$ cat src/rtl/mux4_rr_arbiter_if.sv
// Bus bundle for the four-source round-robin mux arbiter.
// The master side drives requests, source words and downstream ready; the slave side answers.
interface mux4_rr_arbiter_if;
    logic [3:0] req;
    logic [3:0] data0;
    logic [3:0] data1;
    logic [3:0] data2;
    logic [3:0] data3;
    logic       out_ready;
    logic [3:0] gnt;
    logic       s1;
    logic       s2;
    logic [3:0] out;
    logic       out_valid;
    logic       busy;

    modport master (
        output req, data0, data1, data2, data3, out_ready,
        input  gnt, s1, s2, out, out_valid, busy
    );

    modport slave (
        input  req, data0, data1, data2, data3, out_ready,
        output gnt, s1, s2, out, out_valid, busy
    );
endinterface

$ cat src/rtl/mux4_rr_arbiter.sv
// Round-robin owner of a shared 4:1 select datapath with bounded bursts and a
// registered valid/ready output stage feeding the ALU input register.
module mux4_rr_arbiter #(
    parameter int BURST = 4
) (
    input  logic                     clk,
    input  logic                     rst,
    mux4_rr_arbiter_if.slave         bus
);
    typedef enum logic {ST_IDLE = 1'b0, ST_BUSY = 1'b1} state_t;

    state_t     r_state,     w_state_nxt;
    logic [1:0] r_owner,     w_owner_nxt;
    logic [1:0] r_ptr,       w_ptr_nxt;
    logic [4:0] r_beat_cnt,  w_beat_cnt_nxt;
    logic [3:0] r_gnt,       w_gnt_nxt;
    logic [3:0] r_out,       w_out_nxt;
    logic       r_out_valid, w_out_valid_nxt;
    logic [3:0] w_data_sel;
    logic [1:0] w_winner;
    logic       w_load;
    logic       w_release;

    // First requester strictly after ptr, wrapping; the previous owner sits last.
    function automatic logic [1:0] rr_pick(input logic [3:0] req_v, input logic [1:0] ptr_v);
        logic [1:0] idx;
        logic       found;
        rr_pick = ptr_v;
        found   = 1'b0;
        for (int i = 1; i <= 4; i++) begin
            idx = ptr_v + 2'(i);
            if (!found && req_v[idx]) begin
                rr_pick = idx;
                found   = 1'b1;
            end
        end
    endfunction

    // Select the current owner's word.
    always_comb begin
        w_data_sel = 4'h0;
        case (r_owner)
            2'd0:    w_data_sel = bus.data0;
            2'd1:    w_data_sel = bus.data1;
            2'd2:    w_data_sel = bus.data2;
            2'd3:    w_data_sel = bus.data3;
            default: w_data_sel = 4'h0;
        endcase
    end

    assign w_winner  = rr_pick(bus.req, r_ptr);
    assign w_load    = (r_state == ST_BUSY) && bus.req[r_owner] && (!r_out_valid || bus.out_ready);
    assign w_release = (w_load && (r_beat_cnt == 5'(BURST - 1))) || !bus.req[r_owner];

    // Next-state and datapath decisions.
    always_comb begin
        w_state_nxt     = r_state;
        w_owner_nxt     = r_owner;
        w_ptr_nxt       = r_ptr;
        w_beat_cnt_nxt  = r_beat_cnt;
        w_gnt_nxt       = r_gnt;
        w_out_nxt       = r_out;
        w_out_valid_nxt = r_out_valid;
        case (r_state)
            ST_IDLE: begin
                w_gnt_nxt = 4'b0000;
                if (bus.out_ready) begin
                    w_out_valid_nxt = 1'b0;
                end else begin
                    w_out_valid_nxt = r_out_valid;
                end
                if (bus.req != 4'b0000) begin
                    w_state_nxt    = ST_BUSY;
                    w_owner_nxt    = w_winner;
                    w_gnt_nxt      = 4'b0001 << w_winner;
                    w_beat_cnt_nxt = 5'd0;
                end else begin
                    w_state_nxt = ST_IDLE;
                end
            end
            ST_BUSY: begin
                if (w_load) begin
                    w_out_nxt       = w_data_sel;
                    w_out_valid_nxt = 1'b1;
                    w_beat_cnt_nxt  = r_beat_cnt + 5'd1;
                end else if (bus.out_ready) begin
                    w_out_valid_nxt = 1'b0;
                end else begin
                    w_out_valid_nxt = r_out_valid;
                end
                if (w_release) begin
                    w_state_nxt = ST_IDLE;
                    w_gnt_nxt   = 4'b0000;
                    w_ptr_nxt   = r_owner;
                end else begin
                    w_state_nxt = ST_BUSY;
                end
            end
            default: begin
                w_state_nxt = ST_IDLE;
                w_gnt_nxt   = 4'b0000;
            end
        endcase
    end

    // State and output registers; ptr resets to 3 so source 0 wins first.
    always_ff @(posedge clk or posedge rst) begin
        if (rst) begin
            r_state     <= ST_IDLE;
            r_owner     <= 2'd0;
            r_ptr       <= 2'd3;
            r_beat_cnt  <= 5'd0;
            r_gnt       <= 4'b0000;
            r_out       <= 4'h0;
            r_out_valid <= 1'b0;
        end else begin
            r_state     <= w_state_nxt;
            r_owner     <= w_owner_nxt;
            r_ptr       <= w_ptr_nxt;
            r_beat_cnt  <= w_beat_cnt_nxt;
            r_gnt       <= w_gnt_nxt;
            r_out       <= w_out_nxt;
            r_out_valid <= w_out_valid_nxt;
        end
    end

    assign bus.gnt       = r_gnt;
    assign bus.s1        = r_owner[0];
    assign bus.s2        = r_owner[1];
    assign bus.out       = r_out;
    assign bus.out_valid = r_out_valid;
    assign bus.busy      = (r_state == ST_BUSY);
endmodule

$ cat src/flat_wrapper.sv
// flat-port wrapper written by rule: the top's interface ports become plain ports
module mux4_rr_arbiter_flat 
#(
    parameter int BURST = 4
)
  (clk, rst, bus_req, bus_data0, bus_data1, bus_data2, bus_data3, bus_out_ready, bus_gnt, bus_s1, bus_s2, bus_out, bus_out_valid, bus_busy);
  mux4_rr_arbiter_if bus_i ();
  input  logic clk;
  input  logic rst;
  input wire logic [$bits(bus_i.req)-1:0] bus_req;
  input wire logic [$bits(bus_i.data0)-1:0] bus_data0;
  input wire logic [$bits(bus_i.data1)-1:0] bus_data1;
  input wire logic [$bits(bus_i.data2)-1:0] bus_data2;
  input wire logic [$bits(bus_i.data3)-1:0] bus_data3;
  input wire logic [$bits(bus_i.out_ready)-1:0] bus_out_ready;
  output wire logic [$bits(bus_i.gnt)-1:0] bus_gnt;
  output wire logic [$bits(bus_i.s1)-1:0] bus_s1;
  output wire logic [$bits(bus_i.s2)-1:0] bus_s2;
  output wire logic [$bits(bus_i.out)-1:0] bus_out;
  output wire logic [$bits(bus_i.out_valid)-1:0] bus_out_valid;
  output wire logic [$bits(bus_i.busy)-1:0] bus_busy;
  assign bus_i.req = bus_req;
  assign bus_i.data0 = bus_data0;
  assign bus_i.data1 = bus_data1;
  assign bus_i.data2 = bus_data2;
  assign bus_i.data3 = bus_data3;
  assign bus_i.out_ready = bus_out_ready;
  assign bus_gnt = bus_i.gnt;
  assign bus_s1 = bus_i.s1;
  assign bus_s2 = bus_i.s2;
  assign bus_out = bus_i.out;
  assign bus_out_valid = bus_i.out_valid;
  assign bus_busy = bus_i.busy;
  mux4_rr_arbiter #(.BURST(BURST)) u_core (.clk(clk), .rst(rst), .bus(bus_i));
endmodule
$ cat config.mk
export PLATFORM = sky130hd
export DESIGN_NAME = mux4_rr_arbiter_flat
export DESIGN_NICKNAME = d
export VERILOG_FILES = /design/src/rtl/mux4_rr_arbiter_if.sv /design/src/rtl/mux4_rr_arbiter.sv /design/src/flat_wrapper.sv
export SDC_FILE = /design/constraint.sdc
export NUM_CORES = 1
export LEC_CHECK = 0
export CORE_MARGIN = 2
export CORE_UTILIZATION = 48
export DETAILED_ROUTE_END_ITERATION = 8
export GPL_ROUTABILITY_DRIVEN = 0
export HOLD_SLACK_MARGIN = 0.15
export PLACE_DENSITY_LB_ADDON = 0.08
export SETUP_SLACK_MARGIN = 0.4
export SYNTH_ARGS = -nofsm -noshare
export SYNTH_HDL_FRONTEND = slang
export SYNTH_SLANG_ARGS = --single-unit
$ cat constraint.sdc
create_clock -name clk -period 2.7 [get_ports clk]
set_input_delay 0.405 -clock clk [delete_from_list [all_inputs] [get_ports clk]]
set_output_delay 0.405 -clock clk [all_outputs]
set_load 0.01 [all_outputs]
==> impl_metrics.tcl <==
set metrics [dict create \
    status "completed" \
    cts_root_buffer "clkbuf_4" \
    dieHeight_um 50.6 \
    grt_pass1_vias 846 \
    power.switching_w 0.000505 \
    htree_levels 1 \
    fin_ws_ns 0.809 \
    hold_buffers 0 \
    setup_viol 0 \
    hpwlAfterDp_um 1850 \
    core_um2 2000 \
    synth_largest_area_cell "dfrtp_1" \
    synth_fp_nets 112 \
    grt_max_degree 20 \
    p_clk_share_pct 10.7 \
    finalCriticalPeriod_ns 1.89 \
    endpoint_kind "flip-flop" \
    cts_tree "built" \
    via_per_inst 5.74 \
    grt_pass1_wl_um 3860 \
    netlist.area_leader.share_pct 40.8 \
    synth-edff-count 0 \
    cts_buffer_depth 2 \
    diodes 0 \
    synth_cell_types 37 \
    dr.pass1.iters 4 \
    die_area_um2 2560 \
    cts_sinks 19 \
    final_area_um2 1410 \
    p_per_area_nw_per_um2 964 \
    synth-seq-cells 19 \
    clk_latency_ns 0.30 \
    ys_top_cells_by_area "dfrtp_1 41%, mux4_1 10%, dfstp_2 5.0%" \
    wl_per_cell_um 15.8 \
    drive_above_1_share_pct 12.3 \
    start_kind "flip-flop" \
    cts_buffers 3 \
    seq_area_frac_synth_pct 45.8 \
    fin_skew_ns 0.0153 \
    critical_path_arrival_ns 2.08 \
    fin_setup_tns_ns 0 \
    leakagePower_nw 0.601 \
    ir_drop_uv 568 \
    rsz0062_at_grt "false" \
    p_int_w 0.000857 \
    grt_util_all_layers_pct 20.7 \
    clk_pin_slew_ns 0.12 \
    ctsResizeCount 0 \
    post-place-cells 145 \
    swShare_pct 37.1 \
    yosys_warnings 0 \
    dieWidth_um 50.6 \
    drcViolationCount 0 \
    hold_violations 0 \
    syn_avg_cell_area_um2 11.9 \
    required_ns 2.88 \
    dr.first_iter.drc_count 26 \
    cts_setup_buffers 0 \
    initial_core_util_pct 52.1 \
    instances_no_fill 149 \
    synthArstFlopShare_pct 100 \
    synth_flop_cell "dfrtp_1" \
    finalPower_w 0.00136 \
    nNetsFinal 147 \
    pin_count 35 \
    fp-row-count 16 \
    finalWirelength_um 2350 \
    p_comb_share_pct 49.5 \
    syn2layout_area_growth_pct 35.4 \
    vias 855 \
    worst_pin_slew_ns 0.687 \
    post_dp_cell_area_um2 1380 \
    portBuffers 34 \
    final_antenna_net_count 0 \
    maxCapViolations 0 \
    relSlewSlack_pct 54.2 \
    min_period_over_period_pct 70.1 \
    hold_class "in -> async" \
    slew_violations 0 \
    antenna_found_initial 0 \
    max_freq_mhz 529 \
    power_frac_seq_pct 39.8 \
    netlist_instances 88 \
    syn_area_um2 1040 \
    grt_overflow_total 0 \
    dp_slack_ns 0.517 \
    worstPathMaxFanout 12 \
    path_class "reg -> reg" \
]
## cell type report
class,count,area [µm²]
clock buffers,3,22.5
clock inverters,1,7.51
flip-flops and latches,19,478
repair buffers,34,340
fillers,162,589
inverters,4,15.0
well taps,27,33.8
multi-input cells,61,515
## path summary, 6_finish.rpt
path	startpoint	end	slack (ns)	cells after the start
min in group clk	u_core.bus.gnt[3]	u_core.bus.gnt[3]	0.50	1
setup / recovery	u_core.r_owner[1]	u_core.bus.out[2]	0.81	3
max in group asynchronous	rst	u_core.bus.gnt[3]	1.75	2
setup reg to reg	u_core.r_owner[1]	u_core.bus.out[2]	0.81	3
hold reg to reg	u_core.bus.gnt[3]	u_core.bus.gnt[3]	0.50	1
hold / removal	rst	u_core.bus.out[3]	0.50	2
## critical path, cell delays in order (launching register included)
cell and delay (ns):
dfrtp_1 0.56, mux4_2 0.62, nand3_2 0.24, mux2_2 0.36
## placed cells by master, fill, tap and decap left out, drive strengths merged
| master | n |
|---|---|
| or2b | 1 |
| dfrtp | 17 |
| clkbuf | 3 |
| or3 | 1 |
| nand4 | 1 |
| or2 | 1 |
| xor2 | 1 |
| nor3b | 1 |
| clkinvlp | 1 |
| o2bb2ai | 2 |
| mux2 | 6 |
| nor2b | 1 |
| clkdlybuf4s50 | 34 |
| mux2i | 1 |
| and4b | 1 |
| o211ai | 2 |
| nand3 | 5 |
| nor2 | 7 |
| a21o | 1 |
| inv | 4 |
| dfstp | 2 |
| o31ai | 3 |
| ha | 1 |
| a21oi | 4 |
| nor3 | 1 |
| o21ai | 4 |
| mux4 | 5 |
| a32o | 2 |
| nand2 | 6 |
| and3b | 1 |
| nand2b | 2 |
## synth_stat cells (all sizes together) (2+ instances only)
library cell   n
buf            3
mux2           6
a21oi          4
o21ai          4
o31ai          3
mux4           5
nand2          6
nor2           7
dfstp          2
o2bb2ai        2
inv            4
nand3          5
nand2b         2
dfrtp         17
o211ai         2
a32o           2
## registers in the layout (all words and copies together), names as in the netlist
signal,flops
u_core.bus.out_valid,1
u_core.r_beat_cnt,5
u_core.bus.gnt,4
u_core.r_ptr,2
u_core.bus.out,4
u_core.r_owner,2
u_core.bus.busy,1
## metrics by stage
stage / hold WS [ns] / util, %
after detailed placement: 0.473 / 69.1
after global routing: 0.541 / 70.6
final: 0.496 / 70.6
after CTS: 0.502 / 70.6
after global placement: 0.475 / 69.1
after floorplan: 0.355 / -
## kinds of logic after synthesis
group / count (synthesis) / share of synthesized area, %
AOI/OAI and AO/OA: 18 / 12.1
DFF: 19 / 45.8
xor gates and xnor gates: 1 / 0.839
adders and majority gates: 1 / 1.20
buffers and inverters: 8 / 4.80
and+or+nand+nor: 29 / 14.9
muxes: 12 / 20.4
## power groups by stage
| stage | logic (W) | clock network, W | registers, W |
|---|---|---|---|
| 2_1_floorplan | 0.000451 | 0 | 0.000520 |
| 3_3_place_gp | 0.000660 | 0 | 0.000537 |
| 3_5_place_dp | 0.000679 | 0 | 0.000546 |
| 4_1_cts | 0.000681 | 0.000151 | 0.000540 |
| 5_1_grt | 0.000736 | 0.000166 | 0.000561 |
| 6_report | 0.000674 | 0.000146 | 0.000541 |
## layer usage
layer	share of wire (%)	track usage [%]
met5	0	0
met2	55	36.8
met1	40	24.0
met4	1.9	9.01
met3	4.0	3.87
Note: power is estimated with default switching activity, not from simulation.
